File: config.mk
export PLATFORM = sky130hd
export DESIGN_NAME = rx_depacketizer
export DESIGN_NICKNAME = d
export VERILOG_FILES = /design/src/rtl/rx_pkg.sv /design/src/rtl/rx_depacketizer_sync_detect.sv /design/src/rtl/rx_depacketizer.sv
export SDC_FILE = /design/constraint.sdc
export NUM_CORES = 1
export LEC_CHECK = 0
export BUFFER_PORTS_ARGS = -buffer_cell sky130_fd_sc_hd__buf_2
export CAP_MARGIN = 20
export CORE_MARGIN = 1
export CORE_UTILIZATION = 45
export DETAILED_ROUTE_END_ITERATION = 8
export PLACE_DENSITY = 0.67
export SETUP_SLACK_MARGIN = 0.1
export SLEW_MARGIN = 20
export SYNTH_ARGS = -nofsm -noshare
export SYNTH_HDL_FRONTEND = slang
export SYNTH_SLANG_ARGS = --single-unit
File: constraint.sdc
create_clock -name clk -period 2.05 [get_ports clk]
set_input_delay 0.1025 -clock clk [delete_from_list [all_inputs] [get_ports clk]]
set_output_delay 0.1025 -clock clk [all_outputs]
set_load 0.01 [all_outputs]
File: src/rtl/rx_pkg.sv
// Shared definitions for the receive depacketizer (and its TX counterpart).
// The checksum trailer is enabled by the macro RX_DEPKT_CHECKSUM_EN.
package rx_pkg;

  localparam int LEN_W = 16;

  localparam logic [15:0]      SYNC_WORD_DEF = 16'hEB90;
  localparam logic [LEN_W-1:0] MAX_LEN_DEF   = 16'd1024;

  localparam logic [2:0] ST_HUNT    = 3'd0;
  localparam logic [2:0] ST_LEN_H   = 3'd1;
  localparam logic [2:0] ST_LEN_L   = 3'd2;
  localparam logic [2:0] ST_PAYLOAD = 3'd3;
  localparam logic [2:0] ST_CHK     = 3'd4;

  // A length field is usable when it is non-zero and within the maximum.
  function automatic logic len_ok(input logic [LEN_W-1:0] len,
                                  input logic [LEN_W-1:0] max_len);
    return (len != '0) && (len <= max_len);
  endfunction

endpackage

File: src/rtl/rx_depacketizer_sync_detect.sv
// Sync-word hunter: 16-bit byte shift register plus comparator.
// match is combinational on the shifting beat so the parent can leave HUNT
// on the same edge that shifts in the second sync byte.
module rx_sync_detect
  import rx_pkg::*;
#(
  parameter logic [15:0] SYNC_WORD = SYNC_WORD_DEF
) (
  input  logic       clk,
  input  logic       rst_n,
  input  logic       shift_en,
  input  logic       clr,
  input  logic [7:0] byte_in,
  output logic       match
);

  logic [15:0] sr_q;
  logic [15:0] sr_d;
  logic [15:0] sr_next;

  assign sr_next = {sr_q[7:0], byte_in};
  assign match   = shift_en && (sr_next == SYNC_WORD);

  // Shift on hunting beats; parent clear wins so a new hunt starts clean.
  always_comb begin
    sr_d = sr_q;
    if (clr) begin
      sr_d = '0;
    end else if (shift_en) begin
      sr_d = sr_next;
    end
  end

  // Shift register storage.
  always_ff @(posedge clk or negedge rst_n) begin
    if (!rst_n) begin
      sr_q <= '0;
    end else begin
      sr_q <= sr_d;
    end
  end

endmodule

File: src/rtl/rx_depacketizer.sv
// Receive depacketizer: finds the sync word, parses a 16-bit length and
// forwards that many payload bytes as an AXI-Stream packet (tuser = first,
// tlast = last) through one registered output stage.
// Optional macro RX_DEPKT_CHECKSUM_EN adds a trailing modulo-256 checksum
// byte checked in the CHK state.
//
// state   | meaning
// HUNT    | shifting bytes through the sync detector
// LEN_H   | waiting for length high byte
// LEN_L   | waiting for length low byte, then validate
// PAYLOAD | forwarding payload bytes downstream
// CHK     | consuming and checking the checksum byte (feature builds only)
module rx_depacketizer
  import rx_pkg::*;
#(
  parameter logic [15:0]      SYNC_WORD = SYNC_WORD_DEF,
  parameter logic [LEN_W-1:0] MAX_LEN   = MAX_LEN_DEF
) (
  input  logic             clk,
  input  logic             rst_n,
  input  logic [7:0]       I_tdata,
  input  logic             I_tvalid,
  output logic             I_tready,
  output logic [7:0]       O_tdata,
  output logic             O_tvalid,
  input  logic             O_tready,
  output logic             O_tlast,
  output logic             O_tuser,
  output logic [LEN_W-1:0] payload_length,
  output logic             hdr_vld,
  output logic             pld_vld,
  output logic             pkt_recv,
  output logic             pkt_err
);

  logic [2:0]       state_q, state_d;
  logic [LEN_W-1:0] cnt_q, cnt_d;
  logic [7:0]       len_hi_q, len_hi_d;
  logic [LEN_W-1:0] payload_length_q, payload_length_d;
  logic [7:0]       o_tdata_q, o_tdata_d;
  logic             o_tvalid_q, o_tvalid_d;
  logic             o_tlast_q, o_tlast_d;
  logic             o_tuser_q, o_tuser_d;
  logic             pkt_recv_q, pkt_recv_d;
  logic             pkt_err_q, pkt_err_d;
`ifdef RX_DEPKT_CHECKSUM_EN
  logic [7:0]       sum_q, sum_d;
`endif

  logic             beat;
  logic             sync_shift;
  logic             sync_clr;
  logic             sync_match;
  logic [LEN_W-1:0] len_full;

  // Payload input is only taken when the output register can accept it.
  assign I_tready   = (state_q == ST_PAYLOAD) ? (!o_tvalid_q || O_tready) : 1'b1;
  assign beat       = I_tvalid && I_tready;
  assign sync_shift = (state_q == ST_HUNT) && beat;
  assign len_full   = {len_hi_q, I_tdata};

  rx_sync_detect #(
    .SYNC_WORD (SYNC_WORD)
  ) u_sync (
    .clk      (clk),
    .rst_n    (rst_n),
    .shift_en (sync_shift),
    .clr      (sync_clr),
    .byte_in  (I_tdata),
    .match    (sync_match)
  );

  // Frame FSM, remaining-byte counter and output register next state.
  always_comb begin
    state_d          = state_q;
    cnt_d            = cnt_q;
    len_hi_d         = len_hi_q;
    payload_length_d = payload_length_q;
    o_tdata_d        = o_tdata_q;
    o_tvalid_d       = o_tvalid_q;
    o_tlast_d        = o_tlast_q;
    o_tuser_d        = o_tuser_q;
    pkt_recv_d       = 1'b0;
    pkt_err_d        = 1'b0;
    sync_clr         = 1'b0;
`ifdef RX_DEPKT_CHECKSUM_EN
    sum_d            = sum_q;
`endif

    if (o_tvalid_q && O_tready) begin
      o_tvalid_d = 1'b0;
    end

    case (state_q)
      ST_HUNT: begin
        if (sync_match) begin
          state_d  = ST_LEN_H;
          sync_clr = 1'b1;
        end
      end
      ST_LEN_H: begin
        if (beat) begin
          len_hi_d = I_tdata;
          state_d  = ST_LEN_L;
        end
      end
      ST_LEN_L: begin
        if (beat) begin
          if (len_ok(len_full, MAX_LEN)) begin
            payload_length_d = len_full;
            cnt_d            = len_full;
            state_d          = ST_PAYLOAD;
`ifdef RX_DEPKT_CHECKSUM_EN
            sum_d            = '0;
`endif
          end else begin
            pkt_err_d = 1'b1;
            sync_clr  = 1'b1;
            state_d   = ST_HUNT;
          end
        end
      end
      ST_PAYLOAD: begin
        if (beat) begin
          o_tdata_d  = I_tdata;
          o_tvalid_d = 1'b1;
          o_tlast_d  = (cnt_q == 16'd1);
          o_tuser_d  = (cnt_q == payload_length_q);
          cnt_d      = cnt_q - 16'd1;
`ifdef RX_DEPKT_CHECKSUM_EN
          sum_d      = sum_q + I_tdata;
          if (cnt_q == 16'd1) begin
            state_d = ST_CHK;
          end
`else
          if (cnt_q == 16'd1) begin
            state_d    = ST_HUNT;
            pkt_recv_d = 1'b1;
          end
`endif
        end
      end
`ifdef RX_DEPKT_CHECKSUM_EN
      ST_CHK: begin
        if (beat) begin
          if (I_tdata == sum_q) begin
            pkt_recv_d = 1'b1;
          end else begin
            pkt_err_d = 1'b1;
          end
          state_d = ST_HUNT;
        end
      end
`endif
      default: begin
        state_d = ST_HUNT;
      end
    endcase
  end

  // State and datapath registers.
  always_ff @(posedge clk or negedge rst_n) begin
    if (!rst_n) begin
      state_q          <= ST_HUNT;
      cnt_q            <= '0;
      len_hi_q         <= '0;
      payload_length_q <= '0;
      o_tdata_q        <= '0;
      o_tvalid_q       <= 1'b0;
      o_tlast_q        <= 1'b0;
      o_tuser_q        <= 1'b0;
      pkt_recv_q       <= 1'b0;
      pkt_err_q        <= 1'b0;
`ifdef RX_DEPKT_CHECKSUM_EN
      sum_q            <= '0;
`endif
    end else begin
      state_q          <= state_d;
      cnt_q            <= cnt_d;
      len_hi_q         <= len_hi_d;
      payload_length_q <= payload_length_d;
      o_tdata_q        <= o_tdata_d;
      o_tvalid_q       <= o_tvalid_d;
      o_tlast_q        <= o_tlast_d;
      o_tuser_q        <= o_tuser_d;
      pkt_recv_q       <= pkt_recv_d;
      pkt_err_q        <= pkt_err_d;
`ifdef RX_DEPKT_CHECKSUM_EN
      sum_q            <= sum_d;
`endif
    end
  end

  assign O_tdata        = o_tdata_q;
  assign O_tvalid       = o_tvalid_q;
  assign O_tlast        = o_tlast_q;
  assign O_tuser        = o_tuser_q;
  assign payload_length = payload_length_q;
  assign hdr_vld        = (state_q == ST_LEN_H) || (state_q == ST_LEN_L);
  assign pld_vld        = (state_q == ST_PAYLOAD);
  assign pkt_recv       = pkt_recv_q;
  assign pkt_err        = pkt_err_q;

endmodule

Word-level counts from Yosys, hierarchy flattened
Index checks and enable logic that the tools add are counted.
{"block": "op_classes", "reduce_logical": 17, "n_addsub": 1, "n_eq_ne": 12, "muxes": 25, "order_cmp": 1}
{"operator": "16-bit 2-to-1 mux", "count": 3}
{"operator": "16-bit case mux with 2 select lines", "count": 1}
{"operator": "16-bit by 1-bit equality test with 1-bit output, second input constant", "count": 1}
{"operator": "16-bit equality test", "count": 1}
{"operator": "16-bit equality test, second input constant", "count": 1}
{"operator": "16-bit by 11-bit <= comparator with 1-bit output, second input constant", "count": 1}
{"operator": "8-bit 2-to-1 mux", "count": 2}
{"operator": "16-bit nonzero test", "count": 1}
{"operator": "16-bit by 1-bit subtractor with 16-bit output, second input constant", "count": 1}
{"operator": "3-bit 2-to-1 mux", "count": 5}
{"operator": "3-bit case mux with 4 select lines", "count": 1}
{"operator": "1-bit 2-to-1 mux", "count": 11}
{"operator": "2-bit inequality test, second input constant", "count": 4}
{"operator": "3-bit by 2-bit equality test with 1-bit output, second input constant", "count": 2}
{"operator": "1-bit logical AND", "count": 5}
{"operator": "5-bit AND reduction", "count": 1}
{"operator": "2-bit by 1-bit inequality test with 1-bit output, second input constant", "count": 2}
{"operator": "2-bit AND reduction", "count": 2}
{"operator": "4-bit AND reduction", "count": 1}
{"operator": "2-bit nonzero test", "count": 2}
{"operator": "3-bit by 1-bit equality test with 1-bit output, second input constant", "count": 1}
{"operator": "3-bit logical NOT", "count": 1}
{"operator": "3-bit AND reduction", "count": 1}
{"operator": "1-bit logical OR", "count": 2}
{"operator": "3 further kinds", "count": 3}
{"block": "totals", "inputBits": 12, "register_bits": 64, "out_inout_bits": 32}

Depth between registers and ports, before layout
{"block": "logic_depth", "word_depth": 9, "depth_mapped": 10, "depth_no_buf": 7}

By module
Synthesis repeated with hierarchy kept, for this count alone.
{"block": "unflattened", "hier_cells": 316, "hier_area_um2": 3427.0}
{"module": "rx_depacketizer", "n_inst": 1, "seq_area_each_um2": 1376.3, "area_each_um2": 3045.4, "cells_per_inst": 283}
{"module": "rx_sync_detect", "n_inst": 1, "seq_area_each_um2": 200.2, "area_each_um2": 381.6, "cells_per_inst": 33}

Worst setup path after synthesis
Ideal clock, no wire load.
{"block": "synth_timing", "kind": "reg2reg", "start": "register state_q[0]", "end": "register cnt_q[7]", "setup_slack_ns": -0.247, "setup_ns": 0.121, "t_required_ns": 1.929, "stages_incl_launch_ff": 11, "arrival_time_ns": 2.175, "path_cell_list": "dfrtp_1 ha_1 buf_2 nand3b_2 nand3_2 or2_2 clkbuf_1 and2_4 buf_6 buf_6 o22a_1"}
{"block": "synth_via", "elab_chain_len": 5, "elab_cells_between_ends": 10}
{"item": "start: declaration", "line_no": "rx_depacketizer.sv:36", "rtl": "logic [2:0] state_q, state_d;"}
{"item": "start signal: assignment", "line_no": "rx_depacketizer.sv:178", "rtl": "state_q <= state_d;"}
{"item": "3-bit by 2-bit equality test with 1-bit output *"}
{"item": "net pld_vld", "line_no": "rx_depacketizer.sv:31", "rtl": "output logic pld_vld,"}
{"item": "1-bit 2-to-1 mux *", "line_no": "rx_depacketizer.sv:57", "rtl": "assign I_tready = (state_q == ST_PAYLOAD) ? (!o_tvalid_q || O_tready) : 1'b1;"}
{"item": "net I_tready", "line_no": "rx_depacketizer.sv:23", "rtl": "output logic I_tready,"}
{"item": "1-bit logical AND *", "line_no": "rx_depacketizer.sv:58", "rtl": "assign beat = I_tvalid && I_tready;"}
{"item": "2-bit inequality test (no source line) / 2-bit by 1-bit inequality test with 1-bit output (equally long branches)"}
{"item": "4-bit AND reduction (no source line) *"}
{"item": "end signal: assignment", "line_no": "rx_depacketizer.sv:179", "rtl": "cnt_q <= cnt_d;"}
{"item": "end: declaration", "line_no": "rx_depacketizer.sv:37", "rtl": "logic [LEN_W-1:0] cnt_q, cnt_d;"}
Mark *: on every way through the listed nets, which the timed path passes. The rest lies on a longest branch.
A chain may end at the register's enable or synchronous reset.

Final worst setup path
{"block": "layout_timing", "start": "register len_hi_q[0]", "end": "register cnt_q[1]"}
{"block": "layout_via", "elab_chain_len": 4, "elab_cells_between_ends": 5}
{"item": "start: declaration", "line_no": "rx_depacketizer.sv:38", "rtl": "logic [7:0] len_hi_q, len_hi_d;"}
{"item": "start signal: assignment", "line_no": "rx_depacketizer.sv:180", "rtl": "len_hi_q <= len_hi_d;"}
{"item": "16-bit by 11-bit <= comparator with 1-bit output / 16-bit nonzero test (equally long branches)", "line_no": "rx_pkg.sv:19", "rtl": "return (len != '0) && (len <= max_len);"}
{"item": "1-bit logical AND *", "line_no": "rx_pkg.sv:19"}
{"item": "2-bit inequality test (no source line) *"}
{"item": "4-bit AND reduction (no source line) *"}
Every way passes the cells marked *; elsewhere a longest branch is shown, timed or not.

==> key figures <==
Logic synthesis
  • Sequential-to-total area share from yosys stat: 48.6%
  • Post-synthesis mux area share: 12.5%
  • Largest family of logic cells by synthesized area: simple AND/OR/NAND/NOR gates
  • Main synth FF type: dfrtp_1
  • Synth Area in Compound Gates: 12.6%
  • Synth cell count leaders: 63 x dfrtp_1, 25 x mux2_2, 25 x nor2_1
  • Syn_nets: 319
  • Post-Synth Simple-Gate Area: 15.8%
  • Synth Area in XOR/XNOR: 4.32%
  • Mapped Cells: 301
  • Top-count cell post-synth: dfrtp_1
  • Ranking of synthesized cells by area: dfrtp_1 49%, mux2_2 8.7%, xor2_1 4.3%
  • Synth async-reset ratio: 100%
  • Avg Synthesized Cell Area: 10.8 um^2
  • Synth Warn #: 0
  • Adder-Cell Fraction of Synth Area: 2.31%
  • Seq cells post-synth: 63
  • Yosys top cell by area: dfrtp_1
  • Synth top area share: 48.6%
  • Number of synthesized flops with an enable pin: 0
  • Post-synth cell types: 51
  • Synth Cell Area: 0.00325 mm^2

Floorplanning
  • Starting Density: 47.2%
  • Rows: 30
  • Die Wd: 86.9 um
  • Die extent in y: 86.9 um
  • Core area: 0.00687 mm^2
  • I/O pin count: 44
  • Die footprint: 0.00756 mm^2

Pwr
  • PD cells: 1250 mW/mm^2
  • Lkg Pwr: 2.00 nW
  • Sw Pwr: 1.85 mW
  • Combinational power share: 35.7%
  • Clk network pwr share: 21.3%
  • Reg power frac: 43.0%
  • P_int: 3.23 mW
  • Switching fraction of total power: 36.5%
  • Peak supply drop: 0.603 mV

Final layout
  • Diode count: 0
  • Utilization after layout: 59.3%
  • Fillers: 602
  • Multi-input gate area: 0.00164 mm^2
  • Finished Layout Cells: 468
  • Register area: 0.00158 mm^2
  • Final nets: 387
  • Layout cells sized above 1: 34.9%
  • Area grow syn2layout: 25.5%

GRT
  • First-pass GRT wire length: 13.0 mm
  • Gr ovfl total: 0
  • Largest net degree at the start of global routing: 64
  • Vias in the first global route: 2570
  • Initial antenna violation count: 0
  • GRT Total Usage: 23.3%

Detailed routing
  • DRT Pass-1 Iters: 5
  • Antenna viol nets, final: 0
  • Via count: 2699
  • Avg WL per Cell: 18.5 um
  • DRC: 0
  • Via-to-Cell Ratio: 5.77
  • Initial DRC count: 180
  • Routed WL: 8.66 mm

CTS
  • TritonCTS clock tree: done
  • Clock insertion delay at the later pin of the skew report: 0.34 ns
  • H-tree depth: 3
  • CTS sink count: 63
  • CTS root buffer: clkbuf_8
  • Register clock-pin slew on the reported worst setup and hold paths: 0.07 ns
  • Clk buf depth: 2
  • Num CTS Buffers: 9

Worst setup path
  • Crit-path max FO: 8
  • CP top delay family: simple AND/OR/NAND/NOR gates
  • WS Path Type: reg -> reg
  • Worst Setup End Kind: register
  • Critical path data arrival time: 2.26 ns
  • Data required, critical path: 2.28 ns
  • CP max stage delay: 0.49 ns
  • Critical path startpoint category: register
  • Critical-path top delay cell: or4_4
  • Crit path cell chain: or4_4 > nor4_4 > mux2_4 > and2_4 > mux2_2
  • Critical path buffer and inverter count: 0

Run
  • MaxCap Viol Count: 0

Place
  • PortBufs: 43
  • DP HPWL: 5.75 mm
  • Final weighted congestion in routability-driven placement: 0.847
  • DP Cell Count: 448

STA
  • Min Tclk post-route: 2.04 ns
  • Final Cycle Share: 99.4%
  • Max Slew Vio Count: 0
  • Final Skew: 0.0103 ns
  • Slew @ Worst Pin: 0.463 ns
  • Slew headroom: 68.8%
  • Setup TNS Final: 0 ns
  • RSZ-0062 raised after global routing: true
  • Final setup fails: 0
  • Final hold violation count: 0
  • Peak Freq: 491 MHz

Run status
  • Status: finished, final reports clean

Min path
  • Worst Hold Class: in -> reg
==> path summary, 6_finish.rpt <==
path,from,to,slack (ns),cells past startpoint
min in group asynchronous,rst_n,cnt_q[11]$_DFFE_PN0P_,0.31,3
worst min-delay path,I_tdata[1],u_sync.sr_q[1]$_DFFE_PN0P_,0.12,3
worst max-delay path,len_hi_q[0]$_DFFE_PN0P_,cnt_q[1]$_DFFE_PN0P_,0.01,5
max in group asynchronous,rst_n,cnt_q[12]$_DFFE_PN0P_,1.45,3
worst max register to register,len_hi_q[0]$_DFFE_PN0P_,cnt_q[1]$_DFFE_PN0P_,0.01,5
worst min register to register,O_tlast$_DFFE_PN0P_,O_tlast$_DFFE_PN0P_,0.48,1
==> cell usage in the layout (no fill, tap or decap), types with 2 or more instances in the layout <==
master / instances
xor2_1: 16
and3_1: 3
mux2i_1: 11
dlygate4sd3_1: 2
o21ai_0: 6
and2_4: 2
nand2b_1: 3
clkbuf_8: 11
buf_4: 23
nor3_1: 8
a2bb2oi_2: 2
a21oi_1: 9
o22a_1: 8
nor2_1: 24
inv_1: 10
a41oi_1: 3
dfrtp_1: 63
buf_12: 2
mux2_2: 25
nor4_1: 9
o21ai_1: 3
o311a_1: 2
a31oi_1: 8
buf_2: 43
or4_4: 2
nand3_1: 9
and2_1: 6
ha_1: 5
a22oi_1: 3
nand3b_1: 2
a22oi_2: 2
clkbuf_16: 2
nand2_1: 12
nand4_1: 4
==> stage by stage <==
step                      setup WS, ns  instance area, um^2  hold slack (ns)  power [mW]
after global placement          0.0524                 3730            0.142        3.83
after CTS                       0.0499                 3980           0.0977        5.02
after floorplan                -0.0478                 3290           -0.193        3.19
after detailed placement       0.00227                 3730            0.144        3.91
final                           0.0133                 4070            0.125        5.08
after global routing           -0.0590                 4070            0.143        5.38
==> registers in the layout, summed over array words and instances (netlist names) <==
register        cells
O_tdata             8
payload_length     16
u_sync.sr_q         8
len_hi_q            8
O_tuser             1
O_tlast             1
cnt_q              16
pkt_recv            1
pkt_err             1
state_q             2
O_tvalid            1
==> worst min-delay path, cell delays in order <==
cell,delay [ns]
buf_2,0.14
mux2i_1,0.08
nor2_1,0.10
==> cells by family after synthesis <==
family / after synthesis
muxes: 37
and+or+nand+nor: 94
xor gates and xnor gates: 16
adders and majority gates: 6
buffers and inverters: 27
DFF: 63
AOI/OAI and AO/OA: 58
==> layer usage <==
| metal | GRT usage [%] | wire length (um) | up-vias |
|---|---|---|---|
| li1 | - | - | 1240 |
| met1 | 30.1 | 3800 | 1320 |
| met2 | 37.8 | 4190 | 111 |
| met3 | 4.27 | 425 | 28 |
| met4 | 10.9 | 239 | 0 |
| met5 | 0 | 0 | - |
==> what timing repair did <==
item	CTS	global route
buffers inserted	0	1
pin swaps	1	13
hold buffers	2	0
endpoints found under the hold margin	64	0
gates resized for setup	5	11
gates cloned	1	2
endpoints found under the setup margin	25	38
==> layout make-up <==
type	instances	share of cell area (%)
Multi-Input combinational cell	212	40.3
Sequential cell	63	38.7
Timing Repair Buffer	72	12.2
Clock buffer	11	3.72
Tap cell	96	2.95
Clock inverter	3	1.07
Inverter	11	1.01
==> power groups by stage <==
| stage | logic, mW | clock network (mW) | registers (mW) |
|---|---|---|---|
| detailed placement | 1.72 | 0 | 2.19 |
| floorplan | 1.04 | 0 | 2.16 |
| global route | 1.99 | 1.15 | 2.24 |
| global placement | 1.67 | 0 | 2.17 |
| CTS | 1.74 | 1.11 | 2.17 |
| finish | 1.81 | 1.08 | 2.19 |
Note: power is estimated with default switching activity, not from simulation.
